### src/rtl/vend_dispenser.sv
// Output back end of the vending machine: queues vend/change results and
// sequences the product motor and coin hopper through req/done handshakes.
module vend_dispenser #(
    parameter int DEPTH   = 4,
    parameter int TIMEOUT = 15
) (
    input  logic       clk,
    input  logic       rst,
    input  logic       out,
    input  logic [1:0] change,
    output logic       item_req,
    input  logic       item_done,
    output logic       coin_req,
    input  logic       coin_done,
    output logic       busy,
    output logic       overflow,
    output logic       bad_code,
    output logic       fault,
    output logic [7:0] coins_returned
);
    // state | meaning
    // IDLE  | waiting for a queued result
    // ITEM  | product motor requested, waiting for item_done
    // COIN  | hopper requested (or in inter-coin gap), waiting for coin_done
    typedef enum logic [1:0] {IDLE, ITEM, COIN} state_t;

    localparam int AW = $clog2(DEPTH);
    localparam int TW = $clog2(TIMEOUT);

    state_t        state, state_nx;
    logic [1:0]    coins_left, coins_nx;
    logic          gap, gap_nx;
    logic [TW-1:0] tmr;
    logic          pop, coin_ack, timed_out;

    logic [2:0]    mem [DEPTH];
    logic [AW:0]   wr_ptr, rd_ptr;
    logic          empty, full, push;
    logic [1:0]    in_coins;
    logic [2:0]    head;

    always_comb begin
        case (change)
            2'b01:   in_coins = 2'd1;
            2'b10:   in_coins = 2'd2;
            default: in_coins = 2'd0;
        endcase
    end

    assign push  = out || (in_coins != 2'd0);
    assign empty = (wr_ptr == rd_ptr);
    assign full  = (wr_ptr[AW] != rd_ptr[AW]) && (wr_ptr[AW-1:0] == rd_ptr[AW-1:0]);
    assign head  = mem[rd_ptr[AW-1:0]];

    always_ff @(posedge clk) begin
        if (push && (!full || pop))
            mem[wr_ptr[AW-1:0]] <= {out, in_coins};
    end

    always_ff @(posedge clk) begin
        if (rst) begin
            state          <= IDLE;
            coins_left     <= 2'd0;
            gap            <= 1'b0;
            tmr            <= TW'(TIMEOUT - 1);
            wr_ptr         <= '0;
            rd_ptr         <= '0;
            overflow       <= 1'b0;
            bad_code       <= 1'b0;
            fault          <= 1'b0;
            coins_returned <= 8'd0;
        end else begin
            state      <= state_nx;
            coins_left <= coins_nx;
            gap        <= gap_nx;
            // Reload on every fresh request: state entry or end of the coin gap
            if (state_nx != state || gap)
                tmr <= TW'(TIMEOUT - 1);
            else if (tmr != '0)
                tmr <= tmr - 1'b1;
            if (push && (!full || pop))
                wr_ptr <= wr_ptr + 1'b1;
            if (pop)
                rd_ptr <= rd_ptr + 1'b1;
            if (push && full && !pop)
                overflow <= 1'b1;
            if (change == 2'b11)
                bad_code <= 1'b1;
            if (timed_out)
                fault <= 1'b1;
            if (coin_ack)
                coins_returned <= coins_returned + 8'd1;
        end
    end

    always_comb begin
        state_nx  = state;
        coins_nx  = coins_left;
        gap_nx    = 1'b0;
        pop       = 1'b0;
        coin_ack  = 1'b0;
        timed_out = 1'b0;
        case (state)
            IDLE: begin
                if (!empty) begin
                    pop      = 1'b1;
                    coins_nx = head[1:0];
                    if (head[2])
                        state_nx = ITEM;
                    else if (head[1:0] != 2'd0)
                        state_nx = COIN;
                end
            end
            ITEM: begin
                if (item_done || tmr == '0) begin
                    timed_out = !item_done;
                    state_nx  = (coins_left != 2'd0) ? COIN : IDLE;
                end
            end
            COIN: begin
                // Done wins over a coincident timeout; done in the gap cycle is ignored
                if (!gap) begin
                    if (coin_done) begin
                        coin_ack = 1'b1;
                        coins_nx = coins_left - 2'd1;
                        if (coins_left == 2'd1)
                            state_nx = IDLE;
                        else
                            gap_nx = 1'b1;
                    end else if (tmr == '0) begin
                        timed_out = 1'b1;
                        coins_nx  = 2'd0;
                        state_nx  = IDLE;
                    end
                end
            end
            default: state_nx = IDLE;
        endcase
    end

    always_comb begin
        item_req = (state == ITEM);
        coin_req = (state == COIN) && !gap;
        busy     = !empty || (state != IDLE);
    end
endmodule
### config.mk
export PLATFORM = sky130hd
export DESIGN_NAME = vend_dispenser
export DESIGN_NICKNAME = d
export VERILOG_FILES = /design/src/rtl/vend_dispenser.sv
export SDC_FILE = /design/constraint.sdc
export NUM_CORES = 1
export LEC_CHECK = 0
export ABC_AREA = 1
export BUFFER_PORTS_ARGS = -buffer_cell sky130_fd_sc_hd__buf_4
export CORE_ASPECT_RATIO = 1.4
export CORE_MARGIN = 2
export CORE_UTILIZATION = 59
export DETAILED_ROUTE_END_ITERATION = 8
export HOLD_SLACK_MARGIN = 0.1
export PLACE_DENSITY = 0.8
export SKIP_CTS_REPAIR_TIMING = 1
export SLEW_MARGIN = 20
export SYNTH_ARGS = -nofsm -noshare
export SYNTH_HDL_FRONTEND = slang
export SYNTH_SLANG_ARGS = --single-unit
### constraint.sdc
create_clock -name clk -period 5.1 [get_ports clk]
set_clock_uncertainty 0.15 [all_clocks]
set_input_delay 0.51 -clock clk [delete_from_list [all_inputs] [get_ports clk]]
set_output_delay 0.51 -clock clk [all_outputs]
set_load 0.01 [all_outputs]
==> results.md, run 1 <==
- Status: completed
- Final Util: 70.7%
- Worst Path Buf+Inv: 3
- Total GRT Usage: 21.1%
- First-pass DRT Iterations: 4
- CTS Buffer Depth: 2
- Routed WL: 3.70 mm
- Total grt overflow: 0
- CP Capture Type: output pin
- Clk_lat worst skew: 0.29 ns
- Starting density of the core: 61.5%
- Final setup viols: 0
- Vias post-DR: 1626
- Mapped Cells: 252
- Area Overhead vs Synth: 15.0%
- Final worst-path cycle share: 43.0%
- Post-route ant nets: 0
- DR WL/cell: 11.6 um
- Synth warn: 0
- Peak supply drop: 0.332 mV
- 1st-iter DRT viols: 42
- Die Y-Extent: 73.9 um
- Seq/Total Area, Yosys: 44.8%
- Slowest cell on the critical path: dfxtp_1
- Worst slew margin: 63.4%
- Initial antenna violation count: 0
- Max Cap Violations: 0
- Final hold viol count: 0
- Max-slew violations: 0
- Crit path max fanout: 7
- Synth top area cells: dfxtp_1, edfxtp_1, ha_1
- RR Startpoint: state[0]$_SDFF_PP0_
- Worst setup path startpoint: state[0]$_SDFF_PP0_
- Placed inst area: 0.00225 mm2
- Share of cells above drive strength 1: 15.1%
- Largest net degree at the start of global routing: 24
- Die Wd: 53.9 um
- Setup ws final: 2.91 ns
- Vias in the first global route: 1487
- # nets final: 300
- Pwr dens: 501 mW/mm2
- CP top delay family: buffers and inverters
- Vias per inst: 5.11
- DRC: 0
- Routability congestion estimate: 0.839
- Die area: 0.00398 mm2
- Min-Delay Path Class: in -> reg
- Crit path DAT: 1.53 ns
- Syn Nets: 275
- Fmax: 456 MHz
- Antenna diodes: 0
- Mapped Area: 0.00206 mm2
- Yosys reg bits: 40
- Post-route setup TNS: 0 ns
- Dpl hpwl: 2.76 mm
- Synth unique cells: 31
- Worst path cell trace: inv_1 > ha_1 > inv_1 > nor2_4 > buf_4
- TritonCTS clock tree: built
- TritonCTS Buffers: 5
- CP max stage delay: 0.37 ns
- RSZ-0062 raised after global routing: false
- # IOs: 21
- Worst-margin pin slew: 0.545 ns
- Reg clk slew, reported paths: 0.07 ns
- Row count: 25
- Worst R2R Setup Slack: 3.04 ns
- First-pass GRT wire length: 6.00 mm
- Static Leak: 0.00113 uW
- Area leader, netlist: dfxtp_1
- Pre-CTS WS: 3.05 ns
- Share of the synthesized area in the top cell type: 27.3%
- CP required: 4.44 ns
- TritonCTS Sinks: 40
- # H-tree levels: 2
- IO Port Bufs: 20
- Core outline area: 0.00335 mm2
- Crit Path Class: reg -> out
- Most frequent cell on the critical path: inv_1
- Tot Pwr: 1190 uW
- Final instance area: 0.00237 mm2
- Synthesized area per cell: 8.16 um2
- Hold Crit Start: out
- Final min period: 2.19 ns
- Root Buffer Master: clkbuf_8
- Startpoint types: flip-flop
==> final timing paths <==
kind | end | cells past startpoint
max | coin_req | 5
min | mem[3][2]$_DFFE_PP_ | 1
max reg2reg | coins_returned[6]$_SDFFE_PP0P_ | 10
min reg2reg | overflow$_SDFFE_PP0P_ | 2
==> per-layer routing <==
layer  track usage [%]  up-vias  wire, um
li1                  -      861         -
met1              20.1      730      1520
met2              39.2       25      1960
met3              6.10       10       126
met4              10.5        0        95
met5                 0        -         0
==> synthesized netlist by cell type <==
cell type  number
nand2_1        50
inv_1          41
dfxtp_1        28
nor2_1         25
nand3_1        19
ha_1           16
edfxtp_1       12
a21oi_1        10
o21ai_0        10
a211oi_1        4
nor3_1          4
nor2_4          3
nor3b_1         3
or2_2           3
and3_1          2
clkbuf_1        2
nand2_2         2
o21a_1          2
o21ai_1         2
o22ai_1         2
xor2_1          2
a31oi_1         1
inv_2           1
nand2_4         1
nand3_2         1
nand4_1         1
nor3_2          1
nor3b_2         1
o21bai_1        1
or2_4           1
xnor2_2         1
==> final cells by class <==
type	instances	area, um2
fillers	290	981
clock inverters	2	33.8
clock buffers	6	82.6
multi-input cells	168	971
repair buffers	20	150
inverters	42	158
well taps	40	50.0
flip-flops and latches	40	921
==> flip-flops by register name (all words and copies together), names as in the netlist, named ones only <==
signal,cells
gap,1
wr_ptr,3
coins_left,2
bad_code,1
coins_returned,8
rd_ptr,3
mem,12
overflow,1
fault,1
tmr,4
state,2
==> cells by family after synthesis <==
group           count (synthesis)  share of synthesized area [%]
compound gates                 32                           8.82
xor+xnor                        3                           1.64
fa+ha+maj                      16                           9.73
buf+inv                        44                           8.03
flops                          40                           44.8
simple gates                  117                           27.0
==> per-stage QoR <==
step | hold slack (ns) | cells
final | 0.297 | 318
after global routing | 0.288 | 318
after CTS | 0.287 | 318
after detailed placement | 0.300 | 310
after global placement | 0.292 | 310
after floorplan | 0.275 | 252
==> cell usage in the layout, fill, tap and decap left out, drive strengths merged, types with 4 or more instances in the layout <==
cell / instances
nand3: 20
dfxtp: 28
buf: 20
clkbuf: 6
nor3: 5
nand2: 53
ha: 16
or2: 4
a211oi: 4
edfxtp: 12
o21ai: 12
inv: 42
a21oi: 10
nor2: 28
nor3b: 4
==> report_power, final <==
part	internal (uW)	leakage [uW]	switching [uW]
clock	157	0.0000588	105
combinational	186	0.000732	304
sequential	384	0.000342	48.1
total	728	0.00113	457
Note: power is estimated with default switching activity, not from simulation.
==> run 2: changes to the inputs <==
Settings changed: CORE_UTILIZATION 59 to 58, PLACE_DENSITY 0.8 to 0.79.
Clock period 5.1 ns to 2.2 ns, I/O delays scaled along.
==> run 2 against run 1 <==
  * Power rose by 130%
  * Sequential power rose by 130%
  * Cell count rose by 0.63%
  * Largest power group unchanged
  * Highest routed layer unchanged
  * Largest cell class unchanged
  * Worst setup slack got worse by 2.7 ns
  * Non-clock buffer count rose by 2
  * Critical path depth rose by 7
  * Register-to-register slack got worse by 2.8 ns
  * Critical path type is now reg -> reg
  * Critical endpoint is now tmr[1]$_SDFFE_PP1N_
==> results.md, run 2 (same netlist as run 1, synthesis figures left out) <==
- Worst R2R Setup Slack: 0.22 ns (was 3.04 ns)
- Antenna diodes: 0 (unchanged)
- Crit path DAT: 2.01 ns (was 1.53 ns)
- Vias in the first global route: 1425 (was 1487)
- Final setup viols: 0 (unchanged)
- # H-tree levels: 2 (unchanged)
- Area Overhead vs Synth: 15.9% (was 15.0%)
- RR Startpoint: state[1]$_SDFF_PP0_ (was state[0]$_SDFF_PP0_)
- Worst slew margin: 62.8% (was 63.4%)
- 1st-iter DRT viols: 39 (was 42)
- Peak supply drop: 0.634 mV (was 0.332 mV)
- Crit Path Class: reg -> reg (was reg -> out)
- Part of the power in registers: 36.0% (was 36.5%)
- Die Y-Extent: 74.5 um (was 73.9 um)
- Total grt overflow: 0 (unchanged)
- Routability congestion estimate: 0.841 (was 0.839)
- Final min period: 1.98 ns
- Row count: 25 (unchanged)
- Share of cells above drive strength 1: 16.8% (was 15.1%)
- CP top delay family: simple AND/OR/NAND/NOR gates (was buffers and inverters)
- Post-route setup TNS: 0 ns (unchanged)
- Worst Hold Depth: 3 (was 1)
- Routed WL: 3.64 mm (was 3.70 mm)
- Worst path cell trace: inv_2 > ha_2 > inv_1 > or2_2 > o21ai_0 > o21ai_1 > nand2_1 > nand2_1 > nand2_1 > nand2_2 > nor2_4 > nand3_1 (was inv_1 > ha_1 > inv_1 > nor2_4 > buf_4)
- Startpoint types: flip-flop (unchanged)
- Status: completed (unchanged)
- Fmax: 504 MHz
- Reg clk slew, reported paths: 0.08 ns (was 0.07 ns)
- Most frequent cell on the critical path: nand2_1 (was inv_1)
- Root Buffer Master: clkbuf_8 (unchanged)
- Comb pwr share: 42.3% (was 41.4%)
- Vias per inst: 4.99 (was 5.11)
- Hold Crit Start: coin_done (was out)
- Pre-CTS WS: 0.158 ns (was 3.05 ns)
- P_int: 1680 uW (was 728 uW)
- DR WL/cell: 11.4 um (was 11.6 um)
- Vias post-DR: 1597 (was 1626)
- Clock power share: 21.7% (was 22.2%)
- Net Sw Frac: 39.4% (was 38.6%)
- # IOs: 21 (unchanged)
- Slowest cell on the critical path: dfxtp_1 (unchanged)
- Worst-margin pin slew: 0.554 ns (was 0.545 ns)
- TritonCTS Sinks: 40 (unchanged)
- Starting density of the core: 60.9% (was 61.5%)
- Fill count: 273 (was 290)
- Crit path max fanout: 5 (was 7)
- Switching pwr: 1090 uW (was 457 uW)
- Worst setup path startpoint: state[1]$_SDFF_PP0_ (was state[0]$_SDFF_PP0_)
- Largest net degree at the start of global routing: 24 (unchanged)
- Clk_lat worst skew: 0.29 ns (about the same)
- IO Port Bufs: 20 (unchanged)
- Non-Filler Instances: 320 (was 318)
- # nets final: 302 (was 300)
- First-pass GRT wire length: 5.77 mm (was 6.00 mm)
- FF-to-FF End: tmr[1]$_SDFFE_PP1N_ (was coins_returned[6]$_SDFFE_PP0P_)
- Setup ws final: 0.216 ns (was 2.91 ns)
- Total GRT Usage: 19.8% (was 21.1%)
- Static Leak: 0.00113 uW (about the same)
- Final worst-path cycle share: 90.2%
- Max-slew violations: 0 (unchanged)
- Core outline area: 0.00338 mm2 (was 0.00335 mm2)
- CP required: 2.23 ns (was 4.44 ns)
- Post-route ant nets: 0 (unchanged)
- Hold endpoint: coins_returned[1]$_SDFFE_PP0P_ (was mem[3][2]$_DFFE_PP_)
- Die area: 0.00405 mm2 (was 0.00398 mm2)
- Final hold viol count: 0 (unchanged)
- CP Capture Type: flip-flop (was output pin)
- Die Wd: 54.3 um (was 53.9 um)
- Min-Delay Path Class: in -> reg (unchanged)
- Initial antenna violation count: 0 (unchanged)
- First-pass DRT Iterations: 4 (unchanged)
- CP max stage delay: 0.36 ns (was 0.37 ns)
- Worst Reg-to-Reg Cells: 12 (was 10)
- TritonCTS clock tree: built (unchanged)
- Pwr dens: 1160 mW/mm2 (was 501 mW/mm2)
- DRC: 0 (unchanged)
- Worst Path Buf+Inv: 2 (was 3)
- RSZ-0062 raised after global routing: false (unchanged)
- Most frequent cells in the layout: nand2_1, inv_1, dfxtp_1 (unchanged)
- CTS Buffer Depth: 2 (unchanged)
- Dpl hpwl: 2.77 mm (was 2.76 mm)
- TritonCTS Buffers: 5 (unchanged)
- Most common cell after layout, fill and taps aside: nand2_1 (unchanged)
- Max reg flops: 12 (unchanged)
- Max Cap Violations: 0 (unchanged)
- DP Cell Count: 311 (was 310)
run 2: worst register-to-register path, stage by stage, from the launching register on:
cell	delay, ns
dfxtp_1	0.36
inv_2	0.11
ha_2	0.20
inv_1	0.05
or2_2	0.28
o21ai_0	0.16
o21ai_1	0.09
nand2_1	0.09
nand2_1	0.07
nand2_1	0.07
nand2_2	0.06
nor2_4	0.10
nand3_1	0.09
run 2: power groups by stage:
| stage | clock network, uW | logic, uW | registers (uW) |
|---|---|---|---|
| final | 601 | 1170 | 999 |
| after floorplan | 0 | 890 | 992 |
| after CTS | 609 | 1170 | 997 |
| after global placement | 0 | 1140 | 1010 |
| after detailed placement | 0 | 1160 | 1010 |
| after global routing | 631 | 1360 | 1020 |
run 2: stage by stage:
stage | util, % | hold WS, ns | instance area, um2 | power, uW
after floorplan | - | 0.169 | 2060 | 1880
after global placement | 66.8 | 0.288 | 2260 | 2150
after detailed placement | 66.8 | 0.304 | 2260 | 2180
after CTS | 70.1 | -0.00230 | 2370 | 2780
after global routing | 70.6 | 0.103 | 2380 | 3010
final | 70.6 | 0.102 | 2380 | 2770
run 2: cell type report:
class / count / area (um2) / share of cell area, %
clock inverter: 3 / 42.5 / 1.78
inverter: 42 / 158 / 6.61
clock buffer: 5 / 68.8 / 2.89
multi-input combinational: 168 / 976 / 40.9
timing repair buffer: 22 / 168 / 7.03
tap: 40 / 50.0 / 2.10
sequential: 40 / 921 / 38.6
run 2: how the worst max path moves through the flow:
stage	end	slack (ns)	cells past startpoint
finish	tmr[1]$_SDFFE_PP1N_	0.22	12
detailed placement	tmr[1]$_SDFFE_PP1N_	0.16	12
CTS	tmr[1]$_SDFFE_PP1N_	0.14	12
global route	tmr[1]$_SDFFE_PP1N_	0.04	11
global placement	coins_returned[6]$_SDFFE_PP0P_	0.24	10
floorplan	tmr[1]$_SDFFE_PP1N_	0.32	12
run 2: routing by layer:
metal,share of wire (%),vias to the layer above,wire [um],track usage (%)
met5,0,-,0,0
met4,2.2,0,80,9.72
met3,3.1,8,114,5.62
met2,52,22,1900,36.4
met1,43,703,1550,19.3
li1,-,864,-,-
